--- src/rtl/alu_mc_param.sv ---
// Multi-cycle ALU with valid/ready handshakes and a 1-bit/cycle shifter.
// Define ALU_FAST_SHIFT_EN to replace the iterative shifter with a single-cycle barrel shifter.
module alu_mc_param #(
   parameter int unsigned WIDTH = 32
) (
   input  logic             clk,
   input  logic             reset,
   input  logic             in_valid,
   output logic             in_ready,
   input  logic [WIDTH-1:0] A,
   input  logic [WIDTH-1:0] B,
   input  logic [2:0]       S,
   output logic             out_valid,
   input  logic             out_ready,
   output logic [WIDTH-1:0] R,
   output logic             OF,
   output logic             Z,
   output logic             busy
);
   localparam int unsigned SHW = $clog2(WIDTH);

   typedef enum logic [2:0] {
      OP_AND = 3'b000,
      OP_OR  = 3'b001,
      OP_ADD = 3'b010,
      OP_XOR = 3'b011,
      OP_SUB = 3'b100,
      OP_SRA = 3'b101,
      OP_SLL = 3'b110,
      OP_NOR = 3'b111
   } op_t;

`ifdef ALU_FAST_SHIFT_EN
   typedef enum logic [0:0] {IDLE, DONE} state_t;
`else
   typedef enum logic [1:0] {IDLE, SHIFT, DONE} state_t;
`endif

   op_t              op;
   logic [SHW-1:0]   amt;
   logic [WIDTH-1:0] sum;
   logic [WIDTH-1:0] diff;
   logic [WIDTH-1:0] alu_res;
   logic             alu_of;

   state_t           state, state_n;
   logic [WIDTH-1:0] r_q, r_n;
   logic             of_q, of_n;
   logic             z_q, z_n;

`ifndef ALU_FAST_SHIFT_EN
   localparam logic [SHW-1:0] ONE = SHW'(1);

   logic [WIDTH-1:0] sh_q, sh_n;
   logic [WIDTH-1:0] sh_src;
   logic [WIDTH-1:0] sh_step;
   logic             sh_left;
   logic [SHW-1:0]   cnt_q, cnt_n;
   logic             left_q, left_n;
`endif

   assign op   = op_t'(S);
   assign amt  = B[SHW-1:0];
   assign sum  = A + B;
   assign diff = A - B;

   always_comb begin
      alu_res = '0;
      alu_of  = 1'b0;
      case (op)
         OP_AND: alu_res = A & B;
         OP_OR:  alu_res = A | B;
         OP_XOR: alu_res = A ^ B;
         OP_NOR: alu_res = ~(A | B);
         OP_ADD: begin
            alu_res = sum;
            alu_of  = (A[WIDTH-1] == B[WIDTH-1]) && (sum[WIDTH-1] != A[WIDTH-1]);
         end
         OP_SUB: begin
            alu_res = diff;
            alu_of  = (A[WIDTH-1] != B[WIDTH-1]) && (diff[WIDTH-1] != A[WIDTH-1]);
         end
`ifdef ALU_FAST_SHIFT_EN
         OP_SRA: alu_res = $unsigned($signed(A) >>> amt);
         OP_SLL: alu_res = A << amt;
`else
         // Only reached with a zero amount; non-zero amounts go through the iterative path.
         OP_SRA: alu_res = A;
         OP_SLL: alu_res = A;
`endif
         default: alu_res = '0;
      endcase
   end

`ifndef ALU_FAST_SHIFT_EN
   // The first step shifts A on the accept edge; later steps shift the held partial result.
   always_comb begin
      sh_src  = (state == IDLE) ? A : sh_q;
      sh_left = (state == IDLE) ? (op == OP_SLL) : left_q;
      sh_step = sh_left ? {sh_src[WIDTH-2:0], 1'b0} : {sh_src[WIDTH-1], sh_src[WIDTH-1:1]};
   end
`endif

   always_comb begin
      state_n = state;
      r_n     = r_q;
      of_n    = of_q;
      z_n     = z_q;
`ifndef ALU_FAST_SHIFT_EN
      sh_n    = sh_q;
      cnt_n   = cnt_q;
      left_n  = left_q;
`endif
      case (state)
         IDLE: begin
            if (in_valid) begin
`ifdef ALU_FAST_SHIFT_EN
               state_n = DONE;
               r_n     = alu_res;
               of_n    = alu_of;
               z_n     = (alu_res == '0);
`else
               if ((op == OP_SRA || op == OP_SLL) && amt != '0) begin
                  sh_n   = sh_step;
                  cnt_n  = amt - ONE;
                  left_n = (op == OP_SLL);
                  if (amt == ONE) begin
                     state_n = DONE;
                     r_n     = sh_step;
                     of_n    = 1'b0;
                     z_n     = (sh_step == '0);
                  end else begin
                     state_n = SHIFT;
                  end
               end else begin
                  state_n = DONE;
                  r_n     = alu_res;
                  of_n    = alu_of;
                  z_n     = (alu_res == '0);
               end
`endif
            end
         end
`ifndef ALU_FAST_SHIFT_EN
         SHIFT: begin
            sh_n  = sh_step;
            cnt_n = cnt_q - ONE;
            if (cnt_q == ONE) begin
               state_n = DONE;
               r_n     = sh_step;
               of_n    = 1'b0;
               z_n     = (sh_step == '0);
            end
         end
`endif
         DONE: begin
            if (out_ready) state_n = IDLE;
         end
         default: state_n = IDLE;
      endcase
   end

   always_ff @(posedge clk) begin
      if (reset) begin
         state  <= IDLE;
         r_q    <= '0;
         of_q   <= 1'b0;
         z_q    <= 1'b0;
`ifndef ALU_FAST_SHIFT_EN
         sh_q   <= '0;
         cnt_q  <= '0;
         left_q <= 1'b0;
`endif
      end else begin
         state  <= state_n;
         r_q    <= r_n;
         of_q   <= of_n;
         z_q    <= z_n;
`ifndef ALU_FAST_SHIFT_EN
         sh_q   <= sh_n;
         cnt_q  <= cnt_n;
         left_q <= left_n;
`endif
      end
   end

   assign in_ready  = (state == IDLE);
   assign out_valid = (state == DONE);
   assign busy      = (state != IDLE);
   assign R         = r_q;
   assign OF        = of_q;
   assign Z         = z_q;

endmodule
--- config.mk ---
export PLATFORM = sky130hd
export DESIGN_NAME = alu_mc_param
export DESIGN_NICKNAME = d
export VERILOG_FILES = /design/src/rtl/alu_mc_param.sv
export SDC_FILE = /design/constraint.sdc
export NUM_CORES = 1
export LEC_CHECK = 0
export ABC_CLOCK_PERIOD_IN_PS = 4900
export CAP_MARGIN = 5
export CORE_AREA = 2 2 149 151
export DETAILED_ROUTE_END_ITERATION = 8
export DIE_AREA = 0 0 151 153
export GPL_ROUTABILITY_DRIVEN = 0
export HOLD_SLACK_MARGIN = 0.02
export PLACE_DENSITY_LB_ADDON = 0.1
export SYNTH_ARGS = -nofsm -noshare
export SYNTH_HDL_FRONTEND = slang
export SYNTH_SLANG_ARGS = --single-unit
--- constraint.sdc ---
create_clock -name clk -period 4.9 [get_ports clk]
set_input_delay 0.98 -clock clk [delete_from_list [all_inputs] [get_ports clk]]
set_output_delay 0.98 -clock clk [all_outputs]
set_load 0.03 [all_outputs]
==> impl_metrics.ini, run 1 <==
[run_status]
outcome = finished clean

[synth]
synth.cell_area_um2 = 11200
yosys_warnings = 0
netlist-cell-type-count = 104
syn-num-nets = 1835
synth.avg_cell_area_um2 = 6.76
ys_seq_area_share_pct = 13.3
yosys_register_bits = 74
ys.flop_type = dfxtp_1
synth.area.top_cells = dfxtp_1 13%, ha_1 12%, nand2_1 7.7%
async_reset_ff_share_pct = 0
synthCells = 1654
post-synth-top-area-fraction_pct = 13.3
synth_edf_count = 0
yosysTopAreaCell = dfxtp_1

[setup_path]
cp.arrival_ns = 4.86
criticalPathCategory = input pin to flip-flop
required_ns = 5.15
critPathCaptureType = flip-flop
critPathMaxFanout = 5
start_kind = input pin

[grt]
grt-ovfl-total = 0
grt_antenna_before_repair = 0
grt_max_degree = 57
grt_pass1_wl_mm = 68.2
track_usage_pct = 37.4
grt_pass1_vias = 12249

[placement]
dp_worst_setup_slack_ns = 0.0528
dp_hpwl_mm = 34.2
port_buffers = 107

[sta]
fin_crit_sh_pct = 94.2
slew_headroom_pct = 24.3
fmax_mhz = 217
drv_slew = 0
skew_ns = 0.00754
finalSetupViolCount = 0
hold_viol_final = 0
setup_slack_ns = 0.283
fin_crit_ns = 4.62
rsz0062_at_grt = no
finalSetupTns_ns = 0
tightest_slew_ns = 1.13

[cells_and_area]
nNetsFinal = 1935
area_growth_syn_to_layout_pct = 16.7
final_layout_size_suffix_gt1_share_pct = 10.2
final_common_cell = nand2_1
final_cell_mix = 229 x nand2_1, 168 x a21oi_1, 150 x nor2_1
utilization_pct = 60.7

[drt]
route.met2.wl_mm = 18.1
vias = 13497
wirelength_met1_mm = 18.3
drt-pass1-iter-count = 6
top_layer = met4
wl_met3_mm = 5.80
via_per_inst = 6.62
wirelength_mm = 44.4
avgRoutedWirePerCell_um = 21.8
drt_iter0_drc = 2206
ant_nets = 0
drc = 0

[clocking]
cts-resized-gates = 0
cts-buffers-inserted = 9
cts-root-buf = clkbuf_16
clk_latency_ns = 0.34
cts_tree = yes
htree_levels = 3
cts_buffer_depth = 2
post_cts_buffers = 0
ctsHoldBuffers = 0
clock_sinks = 74
clk_pin_slew_ns = 0.06

[power]
powerDensity_nw_per_um2 = 225
ir_worst_vdd_mv = 0.157
leakagePower_uw = 0.00539
power_uw = 2940

[floorplanning]
coreArea_um2 = 21500
initial_core_util_pct = 52.0
die_h_um = 153
design.die.area_um2 = 23100
std_cell_rows = 54
die_x_um = 151
pin_count = 108

[min_path]
worst_hold_path_type = flip-flop to flip-flop

[flow_run]
cap_viol_max_count = 0
synth_stat cells (8+ instances only):
cell        n
a211oi_1   34
a21o_1     21
a21oi_1   170
a221oi_1   14
a22oi_1    12
a311oi_1    8
a31oi_1    19
buf_1      12
buf_2      23
clkbuf_1   63
clkbuf_8   15
dfxtp_1    74
ha_1      108
inv_1     110
mux2_2      8
mux2i_1    41
nand2_1   229
nand2b_1    9
nand3_1    34
nand4_1    17
nor2_1    152
nor2b_1    12
nor3_1     47
nor4_1     20
o211ai_1   28
o21ai_0   139
o21bai_1   10
o221ai_1    8
o22ai_1    25
o31ai_1    18
or3_1       8
xnor2_1     8
critical path, cell delays in order:
cell	delay (ns)
clkdlybuf4s50_1	0.48
buf_4	0.13
ha_1	0.17
inv_1	0.06
fa_1	0.39
and2b_4	0.29
o2111ai_4	0.16
a211oi_4	0.36
nor2_1	0.13
o21ai_2	0.19
a31oi_1	0.13
and3_1	0.21
o32ai_1	0.60
o31a_2	0.27
nand4_1	0.10
o41ai_2	0.20
metal layers:
metal | vias up | global-route usage (%)
met5 | - | 0
li1 | 6199 | -
met4 | 0 | 15.0
met3 | 174 | 9.19
met1 | 6187 | 52.0
met2 | 937 | 55.1
report_power, final:
group / internal [uW] / switching (uW) / total (uW)
Combinational: 558 / 978 / 1540
Sequential: 657 / 39.6 / 696
Clock: 445 / 259 / 704
per-stage QoR:
stage | std cells | hold WS (ns) | cell area, um^2
after floorplan | 1654 | 0.436 | 11200
after global placement | 2023 | 0.445 | 12700
after detailed placement | 2023 | 0.450 | 12700
after CTS | 2039 | 0.460 | 13000
after global routing | 2039 | 0.477 | 13000
final | 2040 | 0.456 | 13000
final timing paths:
| check | from | endpoint | slack [ns] | cells past startpoint |
|---|---|---|---|---|
| max reg2reg | state[1] | Z | 1.65 | 11 |
| max | A[0] | Z | 0.28 | 16 |
| min | R[0] | R[0] | 0.46 | 2 |
| min reg2reg | R[0] | R[0] | 0.46 | 2 |
final cells by class:
class	count	area, um^2
inverters	114	428
well taps	280	350
flip-flops and latches	74	1480
clock inverters	5	78.8
diodes	1	2.50
fillers	2070	8440
repair buffers	211	1860
clock buffers	11	233
multi-input cells	1344	8610
kinds of logic (layout without fill, tap and decap cells):
group | Yosys count | count (layout) | share of synthesized area (%)
xor+xnor | 12 | 12 | 1.01
compound gates | 607 | 607 | 35.8
other cells | 0 | 1 | 0
buf+inv | 236 | 341 | 10.0
fa+ha+maj | 111 | 111 | 12.5
mux | 50 | 50 | 4.58
flops | 74 | 74 | 13.3
simple gates | 564 | 564 | 22.8
registers in the layout, summed over array words and instances (netlist names):
signal / count
OF: 1
Z: 1
R: 32
sh_q: 32
cnt_q: 5
state: 2
left_q: 1
Note: power is estimated with default switching activity, not from simulation.
==> inputs of run 2 (changes only) <==
CAP_MARGIN = 20   (was 5)
CORE_AREA = 2 2 146 148   (was 2 2 149 151)
DIE_AREA = 0 0 148 150   (was 0 0 151 153)
==> run 2 against run 1 <==
Compared with the run above: fmax rose by 0.89%; first-iteration DRC count is 2.3% higher; count of clock-buffer cells in the layout increased by 1; sequential cell count unchanged; sequential power about the same; die area fell by 3.9%; cell count shrank 1.2%; critical path type unchanged; critical endpoint unchanged.
==> impl_metrics.ini, run 2 (synthesis results as in run 1) <==
[drt]
drt_iter0_drc = 2257
drt-pass1-iter-count = 6
wirelength_mm = 44.6
vias = 13575
via_per_inst = 6.74
drc = 0
ant_nets = 0
avgRoutedWirePerCell_um = 22.1

[cells_and_area]
stdcell_area_um2 = 12900
area_growth_syn_to_layout_pct = 15.8
final_cell_mix = 229 x nand2_1, 168 x a21oi_1, 150 x nor2_1
nNetsFinal = 1916
final_layout_size_suffix_gt1_share_pct = 9.25
final_common_cell = nand2_1
n_antenna_cell = 0
n_fill_cell = 2001

[grt]
grt_pass1_wl_mm = 67.9
use_met1_pct = 53.3
grt-ovfl-total = 0
track_usage_pct = 38.6
met3_usage_pct = 10.6
grt_max_degree = 69
grt_antenna_before_repair = 0
busiest_layer = met2
grt.met2_usage_pct = 57.1
grt_pass1_vias = 12112

[setup_path]
cp.arrival_ns = 4.82
r2r_slack_ns = 1.54
reg2regPathDepth = 11
criticalPathCategory = input pin to flip-flop
regToRegEndpoint = Z
worstReg2RegStart = state[1]
critPathMaxFanout = 5
start_kind = input pin
required_ns = 5.15
critPathCaptureType = flip-flop

[clocking]
cts-resized-gates = 0
cts-root-buf = clkbuf_16
cts_buffer_depth = 2
clock_sinks = 74
htree_levels = 3
post_cts_buffers = 0
ctsHoldBuffers = 0
cts_tree = yes
cts-buffers-inserted = 9
clk_pin_slew_ns = 0.06
clk_latency_ns = 0.34

[sta]
hold_viol_final = 0
skew_ns = 0.00462
finalSetupViolCount = 0
fmax_mhz = 219
fin_crit_ns = 4.58
fin_crit_sh_pct = 93.4
slew_headroom_pct = 11.0
tightest_slew_ns = 1.33
finalSetupTns_ns = 0
drv_slew = 0
rsz0062_at_grt = no

[floorplanning]
coreArea_um2 = 20700
std_cell_rows = 53
design.die.area_um2 = 22200
pin_count = 108
initial_core_util_pct = 54.0
die_h_um = 150
die_x_um = 148

[placement]
port_buffers = 107
place_area_um2 = 12600
dp_hpwl_mm = 33.4

[flow_run]
cap_viol_max_count = 0

[power]
leakagePower_uw = 0.00532
powerDensity_nw_per_um2 = 233
ir_worst_vdd_mv = 0.204
power_uw = 3010

[run_status]
outcome = finished clean

[min_path]
holdPathStages = 2
worst_hold_path_type = flip-flop to flip-flop
hold_start = R[7]
hold_path_end = R[7]
[run 2: how the worst max path moves through the flow]
stage               from  end  cells after the start
floorplan           A[0]    Z                     15
global placement    A[1]    Z                     14
detailed placement  A[1]    Z                     14
CTS                 A[1]    Z                     14
global route        A[1]    Z                     14
finish              A[1]    Z                     14
[run 2: critical path, stage by stage]
cell and delay (ns):
clkdlybuf4s50_1 0.62, inv_1 0.14, ha_1 0.35, o21ba_1 0.22
or4_1 0.50, nand2_1 0.16, mux2_2 0.36, o32ai_2 0.34
o2111ai_1 0.20, nor4_1 0.21, nand4_1 0.17, nor4_1 0.22
nand4_1 0.15, o41ai_2 0.19
[run 2: stage by stage]
stage / instances / worst slack [ns] / utilization (%) / hold WS [ns]
6_report: 2015 / 0.324 / 62.6 / 0.454
5_1_grt: 2015 / 0.198 / 62.6 / 0.487
4_1_cts: 2015 / 0.388 / 62.6 / 0.459
3_5_place_dp: 1999 / 0.0655 / 60.9 / 0.449
3_3_place_gp: 1999 / 0.107 / 60.9 / 0.443
2_1_floorplan: 1654 / 0.926 / - / 0.436
[run 2: metal layers]
layer / vias to the layer above / wire, um
met5: - / 0
met4: 0 / 1940
met3: 175 / 6680
met2: 1076 / 18300
met1: 6158 / 17700
li1: 6166 / -
[run 2: layout make-up]
type / count / area [um^2] / share of cell area, %
clock buffers: 12 / 256 / 1.98
multi-input cells: 1344 / 8610 / 66.5
inverters: 114 / 428 / 3.30
well taps: 275 / 344 / 2.66
clock inverters: 4 / 97.6 / 0.754
flip-flops and latches: 74 / 1480 / 11.5
repair buffers: 192 / 1730 / 13.3
[run 2: where the power goes]
group / leakage (uW) / internal (uW) / switching [uW] / total (uW)
sequential: 0.000606 / 657 / 40.4 / 697
clock: 0.000169 / 526 / 260 / 785
combinational: 0.00455 / 548 / 980 / 1530
total: 0.00532 / 1730 / 1280 / 3010
==> inputs of run 3 (changes only) <==
ABC_CLOCK_PERIOD_IN_PS = 4650   (was 4900)
HOLD_SLACK_MARGIN = 0.1   (was 0.02)
clock period = 4.65 ns   (was 4.9 ns; I/O delays follow)
==> run 3 against run 2 <==
Compared with the run above: die area unchanged; worst setup slack worse by 0.11 ns; sequential cell count unchanged; via count up 0.49%; sequential share of layout area down 0.26 points; register-to-register slack worse by 0.34 ns; clock power down 2.5%; cell count up 2.2%; core utilization up 1.5 points; combinational power up 7%; global-route usage about the same; non-clock buffer count up 44; largest power group unchanged.
==> impl_metrics.ini, run 3 (synthesis results as in run 1) <==
[run_status]
outcome = finished clean

[setup_path]
crit_chain = clkdlybuf4s50_1 > inv_1 > ha_1 > inv_1 > a21oi_1 > o31ai_1 > a221oi_1 > nand2_1 > a21oi_1 > a2bb2oi_1 > a21oi_1 > o22ai_1 > nand4_1 > o41ai_2
required_ns = 4.89
start_kind = input pin
cp.arrival_ns = 4.68
critPathCaptureType = flip-flop
path_buf_inv = 3
critPathTopFamily = compound AO/OA/AOI/OAI gates
critPathMaxFanout = 7
critPathMaxStageDelay_ns = 0.54
critPathMostFrequentCell = a21oi_1
criticalPathCategory = input pin to flip-flop
cp_slowest_cell = clkdlybuf4s50_1

[sta]
tightest_slew_ns = 1.09
drv_slew = 0
rsz0062_at_grt = no
slew_headroom_pct = 27.1
finalSetupViolCount = 0
hold_viol_final = 0
skew_ns = 0.00810
fin_crit_sh_pct = 95.5
fin_crit_ns = 4.44
fmax_mhz = 225

[clocking]
ctsHoldBuffers = 0
cts_buffer_depth = 2
clk_latency_ns = 0.34
post_cts_buffers = 0
cts-resized-gates = 0
clk_pin_slew_ns = 0.06
htree_levels = 3
cts-root-buf = clkbuf_16
cts_tree = yes
cts-buffers-inserted = 9
clock_sinks = 74

[floorplanning]
pin_count = 108
std_cell_rows = 53
initial_core_util_pct = 54.0
design.die.area_um2 = 22200
die_h_um = 150
die_x_um = 148
coreArea_um2 = 20700

[cells_and_area]
area_growth_syn_to_layout_pct = 18.6
final_cell_mix = 229 x nand2_1, 168 x a21oi_1, 150 x nor2_1
stdcell_area_um2 = 13300
final_common_cell = nand2_1
nNetsFinal = 1960
final_layout_size_suffix_gt1_share_pct = 11.5
instances_no_fill = 2059
n_fill_cell = 1968
n_antenna_cell = 0
utilization_pct = 64.1

[drt]
vias = 13642
drt_iter0_drc = 1962
drc = 0
wirelength_mm = 44.4
drt-pass1-iter-count = 6
ant_nets = 0
via_per_inst = 6.63
avgRoutedWirePerCell_um = 21.6

[grt]
grt_max_degree = 69
grt_pass1_vias = 12313
grt_antenna_before_repair = 0
track_usage_pct = 38.6
grt-ovfl-total = 0
grt_pass1_wl_mm = 67.6

[power]
power.switching_uw = 1340
seqPwrFrac_pct = 23.4
combPwrFrac_pct = 52.3
switching_share_pct = 42.8
leakagePower_uw = 0.00552
power_uw = 3140
internal_power_uw = 1800
ir_worst_vdd_mv = 0.176
pwr-share-clk_pct = 24.4
powerDensity_nw_per_um2 = 237

[placement]
dp_hpwl_mm = 34.4
dp.cells = 2043
place_area_um2 = 12900
port_buffers = 107

[min_path]
worst_hold_path_type = flip-flop to flip-flop

[flow_run]
cap_viol_max_count = 0
## run 3: changes by cell type in the layout (fill, tap and decap cells not counted), sizes merged
cell / change
buf: +44
clkinv: +2
bufinv: -1
clkinvlp: -1
## run 3: layout make-up
type	instances	area, um^2	area share (%)
sequential	74	1480	11.2
timing repair buffer	236	2060	15.5
clock buffer	12	256	1.94
multi-input combinational	1344	8610	65.0
tap	275	344	2.60
clock inverter	4	73.8	0.557
inverter	114	428	3.23
## run 3: power groups by stage
| stage | combinational, uW | sequential, uW | clock [uW] |
|---|---|---|---|
| 2_1_floorplan | 935 | 800 | 0 |
| 3_3_place_gp | 1550 | 744 | 0 |
| 3_5_place_dp | 1570 | 746 | 0 |
| 4_1_cts | 1580 | 733 | 766 |
| 5_1_grt | 1740 | 739 | 795 |
| 6_report | 1640 | 733 | 765 |
## run 3: worst reg2reg max path, stage by stage, from the launching register on
cell and delay, ns:
dfxtp_1 0.64, nor2_4 0.09, mux2i_4 0.49, buf_4 0.46, o21ai_0 0.32, nand2_1 0.16, o21ai_0 0.19, nor4_1 0.41
nand4_1 0.14, o31ai_1 0.24, nand2_1 0.13, o41ai_2 0.07
## run 3: per-layer routing
| layer | part of all wire, % | GRT usage, % | routed length (um) | vias to the layer above |
|---|---|---|---|---|
| li1 | - | - | - | 6265 |
| met1 | 39 | 51.6 | 17500 | 6200 |
| met2 | 41 | 57.2 | 18200 | 972 |
| met3 | 14 | 10.2 | 6200 | 205 |
| met4 | 5.8 | 19.3 | 2590 | 0 |
| met5 | 0 | 0 | 0 | - |
## run 3: path summary, 6_finish.rpt
path | to | slack [ns] | startpoint | cells after the start
max reg2reg | Z | 1.20 | state[1] | 11
max | Z | 0.21 | B[14] | 14
min | R[7] | 0.46 | R[7] | 2
min reg2reg | R[7] | 0.46 | R[7] | 2
## run 3: through the flow
| stage | hold slack [ns] | TNS [ns] | worst slack (ns) |
|---|---|---|---|
| floorplan | 0.436 | 0 | 0.726 |
| global placement | 0.446 | 0 | 0.0124 |
| detailed placement | 0.449 | -0.0618 | -0.0618 |
| CTS | 0.457 | 0 | 0.258 |
| global route | 0.480 | 0 | 0.0490 |
| finish | 0.456 | 0 | 0.211 |
